--- config.mk ---
export PLATFORM = sky130hd
export DESIGN_NAME = tmul_seq_flat
export DESIGN_NICKNAME = d
export VERILOG_FILES = /design/src/rtl/tmul_seq_if.sv /design/src/rtl/tmul_seq.sv /design/src/flat_wrapper.sv
export SDC_FILE = /design/constraint.sdc
export NUM_CORES = 2
export LEC_CHECK = 0
export BUFFER_PORTS_ARGS = -buffer_cell sky130_fd_sc_hd__buf_2
export CORE_ASPECT_RATIO = 0.9
export CORE_MARGIN = 1
export CORE_UTILIZATION = 40
export CTS_CLUSTER_DIAMETER = 60
export DETAILED_ROUTE_END_ITERATION = 16
export GPL_ROUTABILITY_DRIVEN = 0
export GPL_TIMING_DRIVEN = 0
export PLACE_DENSITY = 0.66
export SYNTH_ARGS = -nofsm -noshare
export SYNTH_HDL_FRONTEND = slang
export SYNTH_SLANG_ARGS = --single-unit
export TNS_END_PERCENT = 100
--- constraint.sdc ---
create_clock -name clk -period 1.8 [get_ports clk]
set_input_delay 0.36 -clock clk [delete_from_list [all_inputs] [get_ports clk]]
set_output_delay 0.36 -clock clk [all_outputs]
set_load 0.01 [all_outputs]
--- src/rtl/tmul_seq_if.sv ---
// Bus bundle for the tile-multiply row sequencer: tile control, A-buffer
// read port, skewed row output and result/status signals.
//
// Handshake: start is sampled on every rising clk edge and accepted only while
// busy is low; there is no ready signal and nothing is queued.
// a_rd_en/a_rd_addr form a fire-and-forget read whose data must appear on
// a_rd_data exactly one cycle later. res_valid marks a result row for one cycle
// and cannot be stalled.
interface tmul_seq_if #(
  parameter int STAGES = 16,
  parameter int EW     = 16
);
  logic                   start;
  logic [4:0]             cfg_rows;
  logic                   abort;
  logic                   a_rd_en;
  logic [3:0]             a_rd_addr;
  logic [STAGES*EW-1:0]   a_rd_data;
  logic [STAGES*EW-1:0]   row_a_elem;
  logic [STAGES-1:0]      stage_valid;
  logic                   b_lock;
  logic                   res_valid;
  logic [3:0]             res_row;
  logic                   busy;
  logic                   done;
  logic                   err;
  logic [1:0]             dbg_state;

  modport master (
    output start, cfg_rows, abort, a_rd_data,
    input  a_rd_en, a_rd_addr, row_a_elem, stage_valid, b_lock,
    input  res_valid, res_row, busy, done, err, dbg_state
  );

  modport slave (
    input  start, cfg_rows, abort, a_rd_data,
    output a_rd_en, a_rd_addr, row_a_elem, stage_valid, b_lock,
    output res_valid, res_row, busy, done, err, dbg_state
  );
endinterface

--- src/rtl/tmul_seq.sv ---
// Tile-multiply row sequencer: reads N rows of A, feeds them diagonally
// skewed into a chain of STAGES FMA rows, tracks live rows through the chain
// and reports result rows in order 0..N-1.
module tmul_seq #(
  parameter int STAGES = 16,
  parameter int EW     = 16
) (
  input  logic       clk,
  input  logic       rst,
  tmul_seq_if.slave  bus
);

  typedef enum logic [1:0] {
    S_IDLE  = 2'd0,
    S_ISSUE = 2'd1,
    S_DRAIN = 2'd2,
    S_DONE  = 2'd3
  } state_t;

  state_t            state_q, state_d;
  logic [4:0]        n_q, n_d;
  logic              rd_en_q, rd_en_d;
  logic [3:0]        addr_q, addr_d;
  logic [3:0]        cnt_q, cnt_d;
  logic              err_q, err_d;
  logic              done_q, done_d;
  logic [STAGES-1:0] sv_q, sv_d;
  logic              clr;
  logic              res_valid;
  logic              cfg_legal;
  logic [STAGES*EW-1:0] row_elem;

  assign res_valid = sv_q[STAGES-1];
  assign cfg_legal = (int'(bus.cfg_rows) >= 1) && (int'(bus.cfg_rows) <= STAGES);

  // Tile control: accept/reject start, issue N reads, wait for the last result row.
  always_comb begin
    state_d = state_q;
    n_d     = n_q;
    rd_en_d = rd_en_q;
    addr_d  = addr_q;
    cnt_d   = cnt_q;
    err_d   = 1'b0;
    done_d  = 1'b0;
    clr     = 1'b0;
    if (res_valid) cnt_d = cnt_q + 4'd1;
    case (state_q)
      S_IDLE: begin
        // abort wins over a simultaneous start; on its own it does nothing here
        if (bus.start && !bus.abort) begin
          if (cfg_legal) begin
            state_d = S_ISSUE;
            n_d     = bus.cfg_rows;
            rd_en_d = 1'b1;
            addr_d  = 4'd0;
            cnt_d   = 4'd0;
          end else begin
            err_d = 1'b1;
          end
        end
      end
      S_ISSUE: begin
        if (bus.abort) begin
          clr = 1'b1;
        end else if ({1'b0, addr_q} == n_q - 5'd1) begin
          rd_en_d = 1'b0;
          addr_d  = 4'd0;
          state_d = S_DRAIN;
        end else begin
          addr_d = addr_q + 4'd1;
        end
      end
      S_DRAIN: begin
        if (bus.abort) begin
          clr = 1'b1;
        end else if (res_valid && ({1'b0, cnt_q} == n_q - 5'd1)) begin
          state_d = S_DONE;
          done_d  = 1'b1;
        end
      end
      S_DONE: begin
        state_d = S_IDLE;
      end
      default: state_d = S_IDLE;
    endcase
    if (clr) begin
      state_d = S_IDLE;
      n_d     = 5'd0;
      rd_en_d = 1'b0;
      addr_d  = 4'd0;
      cnt_d   = 4'd0;
    end
  end

  // Control registers.
  always_ff @(posedge clk) begin
    if (rst) begin
      state_q <= S_IDLE;
      n_q     <= 5'd0;
      rd_en_q <= 1'b0;
      addr_q  <= 4'd0;
      cnt_q   <= 4'd0;
      err_q   <= 1'b0;
      done_q  <= 1'b0;
    end else begin
      state_q <= state_d;
      n_q     <= n_d;
      rd_en_q <= rd_en_d;
      addr_q  <= addr_d;
      cnt_q   <= cnt_d;
      err_q   <= err_d;
      done_q  <= done_d;
    end
  end

  // Live-row marker: set when read data returns, then walks one stage per cycle.
  always_comb begin
    sv_d = {sv_q[STAGES-2:0], rd_en_q};
    if (clr) sv_d = '0;
  end

  // Live-row shift register.
  always_ff @(posedge clk) begin
    if (rst) sv_q <= '0;
    else     sv_q <= sv_d;
  end

  // Element 0 enters stage 0 straight from the read data.
  assign row_elem[0 +: EW] = sv_q[0] ? bus.a_rd_data[0 +: EW] : '0;

  for (genvar k = 1; k < STAGES; k++) begin : g_skew
    logic [EW-1:0] sk_q [k];
    logic [EW-1:0] sk_d [k];

    // Element k is delayed k cycles so it meets its row in stage k.
    always_comb begin
      for (int j = 0; j < k; j++) sk_d[j] = '0;
      if (!clr) begin
        sk_d[0] = bus.a_rd_data[k*EW +: EW];
        for (int j = 1; j < k; j++) sk_d[j] = sk_q[j-1];
      end
    end

    // Skew delay line for element k.
    always_ff @(posedge clk) begin
      if (rst) begin
        for (int j = 0; j < k; j++) sk_q[j] <= '0;
      end else begin
        for (int j = 0; j < k; j++) sk_q[j] <= sk_d[j];
      end
    end

    assign row_elem[k*EW +: EW] = sv_q[k] ? sk_q[k-1] : '0;
  end

  assign bus.a_rd_en     = rd_en_q;
  assign bus.a_rd_addr   = addr_q;
  assign bus.row_a_elem  = row_elem;
  assign bus.stage_valid = sv_q;
  assign bus.res_valid   = res_valid;
  assign bus.res_row     = cnt_q;
  assign bus.busy        = (state_q != S_IDLE);
  assign bus.b_lock      = (state_q != S_IDLE);
  assign bus.done        = done_q;
  assign bus.err         = err_q;
  assign bus.dbg_state   = state_q;

endmodule

--- src/flat_wrapper.sv ---
// flat-port wrapper written by rule: the top's interface ports become plain ports
module tmul_seq_flat 
#(
  parameter int STAGES = 16,
  parameter int EW     = 16
)
  (clk, rst, bus_start, bus_cfg_rows, bus_abort, bus_a_rd_data, bus_a_rd_en, bus_a_rd_addr, bus_row_a_elem, bus_stage_valid, bus_b_lock, bus_res_valid, bus_res_row, bus_busy, bus_done, bus_err, bus_dbg_state);
  tmul_seq_if #(.STAGES(STAGES), .EW(EW)) bus_i ();
  input  logic clk;
  input  logic rst;
  input wire logic [$bits(bus_i.start)-1:0] bus_start;
  input wire logic [$bits(bus_i.cfg_rows)-1:0] bus_cfg_rows;
  input wire logic [$bits(bus_i.abort)-1:0] bus_abort;
  input wire logic [$bits(bus_i.a_rd_data)-1:0] bus_a_rd_data;
  output wire logic [$bits(bus_i.a_rd_en)-1:0] bus_a_rd_en;
  output wire logic [$bits(bus_i.a_rd_addr)-1:0] bus_a_rd_addr;
  output wire logic [$bits(bus_i.row_a_elem)-1:0] bus_row_a_elem;
  output wire logic [$bits(bus_i.stage_valid)-1:0] bus_stage_valid;
  output wire logic [$bits(bus_i.b_lock)-1:0] bus_b_lock;
  output wire logic [$bits(bus_i.res_valid)-1:0] bus_res_valid;
  output wire logic [$bits(bus_i.res_row)-1:0] bus_res_row;
  output wire logic [$bits(bus_i.busy)-1:0] bus_busy;
  output wire logic [$bits(bus_i.done)-1:0] bus_done;
  output wire logic [$bits(bus_i.err)-1:0] bus_err;
  output wire logic [$bits(bus_i.dbg_state)-1:0] bus_dbg_state;
  assign bus_i.start = bus_start;
  assign bus_i.cfg_rows = bus_cfg_rows;
  assign bus_i.abort = bus_abort;
  assign bus_i.a_rd_data = bus_a_rd_data;
  assign bus_a_rd_en = bus_i.a_rd_en;
  assign bus_a_rd_addr = bus_i.a_rd_addr;
  assign bus_row_a_elem = bus_i.row_a_elem;
  assign bus_stage_valid = bus_i.stage_valid;
  assign bus_b_lock = bus_i.b_lock;
  assign bus_res_valid = bus_i.res_valid;
  assign bus_res_row = bus_i.res_row;
  assign bus_busy = bus_i.busy;
  assign bus_done = bus_i.done;
  assign bus_err = bus_i.err;
  assign bus_dbg_state = bus_i.dbg_state;
  tmul_seq #(.STAGES(STAGES), .EW(EW)) u_core (.clk(clk), .rst(rst), .bus(bus_i));
endmodule
After elaboration in Yosys (flattened, before gate mapping)
Memory sizes are Yosys's and may differ from the RTL's.
Index checks and enable logic that the tools add are counted.
- reductions and logical operators: 16
- $add $sub $neg: 3
- equal/unequal tests: 11
- muxes and demuxes: 180
- bitwise gates (word level): 122
- $lt $le $gt $ge: 2
- operator list (cell ; number):
    16-bit 2-to-1 mux ; 137
    240-bit 2-to-1 mux ; 1
    224-bit 2-to-1 mux ; 1
    208-bit 2-to-1 mux ; 1
    192-bit 2-to-1 mux ; 1
    176-bit 2-to-1 mux ; 1
    160-bit 2-to-1 mux ; 1
    144-bit 2-to-1 mux ; 1
    128-bit 2-to-1 mux ; 1
    1-bit OR ; 119
    112-bit 2-to-1 mux ; 1
    96-bit 2-to-1 mux ; 1
    80-bit 2-to-1 mux ; 1
    64-bit 2-to-1 mux ; 1
    48-bit 2-to-1 mux ; 1
    32-bit 2-to-1 mux ; 1
    4-bit 2-to-1 mux ; 8
    16-bit OR reduction ; 1
    1-bit 2-to-1 mux ; 12
    2-bit 2-to-1 mux ; 6
    4-bit by 5-bit equality test with 1-bit output ; 2
    4-bit by 1-bit adder with 4-bit output (second input constant) ; 2
    2-bit by 1-bit inequality test with 1-bit output (second input constant) ; 4
    2-bit case mux with 4 select lines ; 1
    19 further kinds ; 28
- memories kept: 15
- output and inout port bits: 288
- register bits: 34
- memory bits (writable): 1920
- memory list (name ; depth ; bits a word ; read ports ; clocked after memory_dff ; write ports ; RTL line ; text):
    u_core.g_skew[15].sk_q ; 15 ; 16 ; 15 ; 0 ; 15 ; tmul_seq.sv:132 ; logic [EW-1:0] sk_q [k];
    u_core.g_skew[14].sk_q ; 14 ; 16 ; 14 ; 0 ; 14 ; tmul_seq.sv:132 ;
    u_core.g_skew[13].sk_q ; 13 ; 16 ; 13 ; 0 ; 13 ; tmul_seq.sv:132 ;
    u_core.g_skew[12].sk_q ; 12 ; 16 ; 12 ; 0 ; 12 ; tmul_seq.sv:132 ;
    u_core.g_skew[11].sk_q ; 11 ; 16 ; 11 ; 0 ; 11 ; tmul_seq.sv:132 ;
    u_core.g_skew[10].sk_q ; 10 ; 16 ; 10 ; 0 ; 10 ; tmul_seq.sv:132 ;
    9 more memories ; - ; - ; - ; - ; - ; - ;

Depth between registers and ports, before layout
- word-level depth: 6
- depth in mapped cells: 8

Least setup slack after synthesis
Ideal clock, no wire load.
- path type: register to register
- from: register u_core.n_q[0]
- to: register u_core.state_q[1], in the netlist u_core.bus.dbg_state[1]
- data arrival time: 1778 ps
- slack: -97 ps
- setup time: 118 ps
- cell stages (with the launch flop): 9
- path through: dfxtp_1 -> inv_1 -> ha_1 -> xnor2_1 -> o21ai_0 -> o21a_1 -> o31a_1 -> a211o_1 -> mux2i_1
- word-level cells in the longest chain between the ends: 5
- elaborated cells on any way between the ends: 7
- classes of those cells: add/sub (1); eq/ne (4); reduce/logical (2)
- ends and longest elaborated chain (what ; RTL line ; text):
    start, declared ; tmul_seq.sv:21 ; logic [4:0] n_q, n_d;
    start signal, assigned ; tmul_seq.sv:107 ; n_q <= n_d;
    5-bit by 1-bit subtractor with 5-bit output * ; tmul_seq.sv:65, tmul_seq.sv:76 ;
    4-bit by 5-bit equality test with 1-bit output ; tmul_seq.sv:76 ; end else if (res_valid && ({1'b0, cnt_q} == n_q - 5'd1)) begin
    1-bit logical AND ; tmul_seq.sv:76 ;
    2-bit by 1-bit inequality test with 1-bit output (no line) ; - ;
    6-bit AND reduction (no line) * ; - ;
    end signal, assigned ; tmul_seq.sv:106 ; state_q <= state_d;
    end, declared ; tmul_seq.sv:20 ; state_t state_q, state_d;
Every way passes the cells marked *; elsewhere a longest branch is shown, timed or not.
A chain may end at the register's enable or synchronous reset.

Final worst setup path
- from: register u_core.sv_q[4], in the netlist u_core.bus.stage_valid[4]
- to: output bus_row_a_elem[69]
- word-level cells in the longest chain between the ends: 1
- ends and longest elaborated chain (what ; RTL line ; text):
    start, declared ; tmul_seq.sv:27 ; logic [STAGES-1:0] sv_q, sv_d;
    start signal, assigned ; tmul_seq.sv:125 ; else sv_q <= sv_d;
    16-bit 2-to-1 mux ; tmul_seq.sv:153 ; assign row_elem[k*EW +: EW] = sv_q[k] ? sk_q[k-1] : '0;
    end, declared ; flat_wrapper.sv:17 ; output wire logic [$bits(bus_i.row_a_elem)-1:0] bus_row_a_elem;
No other way between the ends.

==> out/qor.txt <==
FILL cells = 11000
NetSw = 21.5 mW
CTS Root Cell = clkbuf_16
Post-synth EDFFs = 0
Synth Warn # = 0
Die Y = 352 um
Critical path's slowest cell = dfxtp_4
Antenna Nets Post-Route = 0
Maximum operating frequency = 482 MHz
Distinct cells, synth = 37
Uppermost layer routed = met5
Register area share after synthesis = 71.9%
Top-area cell type share of the netlist area = 71.9%
Core box area = 0.134 sq mm
Commonest cells in the netlist = 2192 x and2_1, 1954 x dfxtp_1, 215 x clkbuf_1
Row cnt = 127
Global-route usage over all layers = 16.0%
Crit path depth = 3
Layout area overhead = 34.7%
Mapped Cells = 4476
TritonCTS Sinks = 1954
Post-synth ARST share = 0%
TritonCTS clock tree = yes
DIE AREA = 0.137 sq mm
Initial Util = 40.6%
Fin worst setup slack = -0.276 ns
Final period util = 115%
Placed cell area = 0.0594 sq mm
CP required = 1.44 ns
Detailed-route wire length per cell = 15.3 um
Met3 Routed Length = 6300 um
Detailed Route Iter0 Violations = 809
Worst skew pair latency = 0.81 ns
Met2 WL post-DR = 56200 um
Final Cell Area = 0.0733 sq mm
Count leader, synth = and2_1
Synthesized area = 0.0544 sq mm
Num CTS Buffers = 184
Boundary pin count = 553
DPL Wire Length = 74300 um
WL met1 = 48300 um
Drt first pass iters = 5
Mapped Nets = 4747
Critical path launch point type = flip-flop
Fin crit period = 2.08 ns
Mean post-synth cell area = 12.2 sq um
Synth area leaders = dfxtp_1 72%, and2_1 25%, clkbuf_1 1.5%
Hold-critical path depth = 4
Worst r2r path cells = 11
Setup Skew = 0.0417 ns
Sw frac = 22.6%
Arrival @ worst endpoint = 1.72 ns
Worst hold path type = in2reg
RSZ-0062 raised after global routing = yes
Register bit total from synthesis = 1954
Worst path top cell family by delay = flip-flops
IO Port Bufs = 551
CTS clk-pin slew, worst paths = 0.06 ns
Clock H-tree levels = 4
First-pass GRT wire length = 166000 um
Ratio of cells with drive above 1 in the final layout = 25.3%
Clock network power share = 42.0%
Peak supply drop = 893 uV
DR DRC count = 0
Layout Utilization = 54.6%
P_leak = 32.1 nW
Largest net degree at the start of global routing = 17
Avg Vias per Cell = 4.01
Crit end category = output port
Internal = 73.5 mW
Vias in the first global route = 29500
Worst-path cell chain = clkbuf_16 -> and2_4 -> buf_6
Routed WL = 116000 um
Flop pwr share = 48.1%
Slew HR = 63.7%
Grt ovf = 0
Failing checks = setup timing
Critical path class = reg2out
Worst-margin pin slew = 0.545 ns
Final setup fails = 1711
Final Max Slew Viols = 0
Crit-path max cell delay = 0.40 ns
Via count = 30400
Die width = 391 um
CP Max Fanout = 10
Status = complete, but fails checks
Cell accounting for the most synthesized area = dfxtp_1
Main synth FF type = dfxtp_1
Final #Nets = 5884
Clock Tree Buf Depth = 3
CP bufs+invs = 2
Max cap viols = 0
Logic gate share of total power = 9.9%
Initial antenna violation count = 24
Final hold vios = 0
Pwr/cell area = 1300 mW/mm^2
## worst paths after layout
path	end	start	slack, ns
max	bus_row_a_elem[69]	u_core.bus.stage_valid[4]	-0.28
min	u_core.bus.a_rd_en	bus_start	0.28
max reg2reg	u_core.g_skew[10].sk_q[0][143]	u_core.bus.dbg_state[0]	-0.24
min reg2reg	u_core.g_skew[15].sk_q[0][96]	u_core.g_skew[15].sk_q[0][80]	0.40
## flip-flops by register name (all words and copies together) (netlist names)
signal / count
u_core.bus.done: 1
u_core.bus.a_rd_en: 1
u_core.n_q: 5
u_core.bus.dbg_state: 2
u_core.bus.a_rd_addr: 4
u_core.g_skew.sk_q: 1920
u_core.bus.err: 1
u_core.bus.stage_valid: 16
u_core.bus.res_row: 4
## power groups by stage
stage	Combinational (mW)	Sequential, mW	Clock (mW)
after floorplan	3.38	46.4	0
after global placement	5.36	46.6	0
after detailed placement	5.49	46.6	0
after CTS	8.03	45.6	40.8
after global routing	10.3	45.8	42.8
final	9.43	45.6	39.9
## metal layers
| metal | up-vias | global-route usage, % |
|---|---|---|
| li1 | 15800 | - |
| met1 | 13600 | 18.6 |
| met2 | 764 | 27.4 |
| met3 | 271 | 4.17 |
| met4 | 16 | 7.89 |
| met5 | - | 0 |
## cell usage in the layout, fill, tap and decap left out, types with 10 or more instances in the layout
cell type         n
dfxtp_4          17
diode_2          12
buf_6           181
buf_8            36
clkbuf_16       217
clkbuf_2         31
clkbuf_1         88
buf_12           21
and2_1         1962
buf_2           455
bufinv_16        17
and2_4          224
clkinv_2         27
buf_4            69
clkbuf_4         17
dfxtp_1        1932
dlygate4sd3_1   247
nor2_1           10
clkbuf_8         77
## through the flow
| stage | setup slack [ns] | TNS [ns] | hold WS [ns] | std cells | total power [mW] |
|---|---|---|---|---|---|
| after CTS | -0.349 | -237.16 | 0.197 | 7485 | 94.4 |
| final | -0.276 | -202.40 | 0.280 | 7582 | 95.0 |
| after global routing | -0.369 | -363.69 | 0.228 | 7575 | 98.9 |
| after floorplan | -0.000152 | -0.0914 | 0.406 | 4476 | 49.8 |
| after detailed placement | -2.47 | -2948.84 | 0.410 | 6833 | 52.1 |
| after global placement | -2.39 | -2820.95 | 0.407 | 6833 | 51.9 |
## cell families (layout without fill, tap and decap cells)
| kind of cell | after synthesis | in the layout | synth area share [%] |
|---|---|---|---|
| AND/OR/NAND/NOR | 2231 | 2231 | 25.6 |
| flip-flops | 1954 | 1954 | 71.9 |
| buffers and inverters | 243 | 1531 | 1.73 |
| AO/OA/AOI/OAI | 20 | 20 | 0.255 |
| XOR/XNOR | 15 | 15 | 0.242 |
| multiplexers | 7 | 7 | 0.129 |
| adder cells (fa/ha/maj) | 6 | 6 | 0.138 |
| other | 0 | 12 | 0 |
## area by class of cell
| type | instances | area (sq um) | area share [%] |
|---|---|---|---|
| diodes | 12 | 30.0 | 0.0410 |
| inverters | 7 | 31.3 | 0.0427 |
| flip-flops and latches | 1954 | 39200 | 53.5 |
| plain buffers | 235 | 2370 | 3.23 |
| clock buffers | 261 | 5330 | 7.28 |
| clock inverters | 76 | 1180 | 1.60 |
| multi-input cells | 2279 | 15000 | 20.5 |
| repair buffers | 952 | 7890 | 10.8 |
| well taps | 1806 | 2260 | 3.08 |
## what timing repair did
item / CTS / global route
gates cloned: 23 / 34
endpoints found under the hold margin: 248 / 0
pin swaps: 85 / 71
resized for setup: 522 / 662
hold buffers: 247 / 0
buffers inserted: 47 / 52
setup endpoints to repair: 2223 / 2170
## worst register-to-register path, delay by kind of cell (launching register included)
family                   cells  cell delay [ns]
adder cells (fa/ha/maj)      1             0.28
AO/OA/AOI/OAI                1             0.06
flip-flops                   1             0.34
AND/OR/NAND/NOR              1             0.19
buffers and inverters        8             1.05
(Power assumes the default switching activity.)
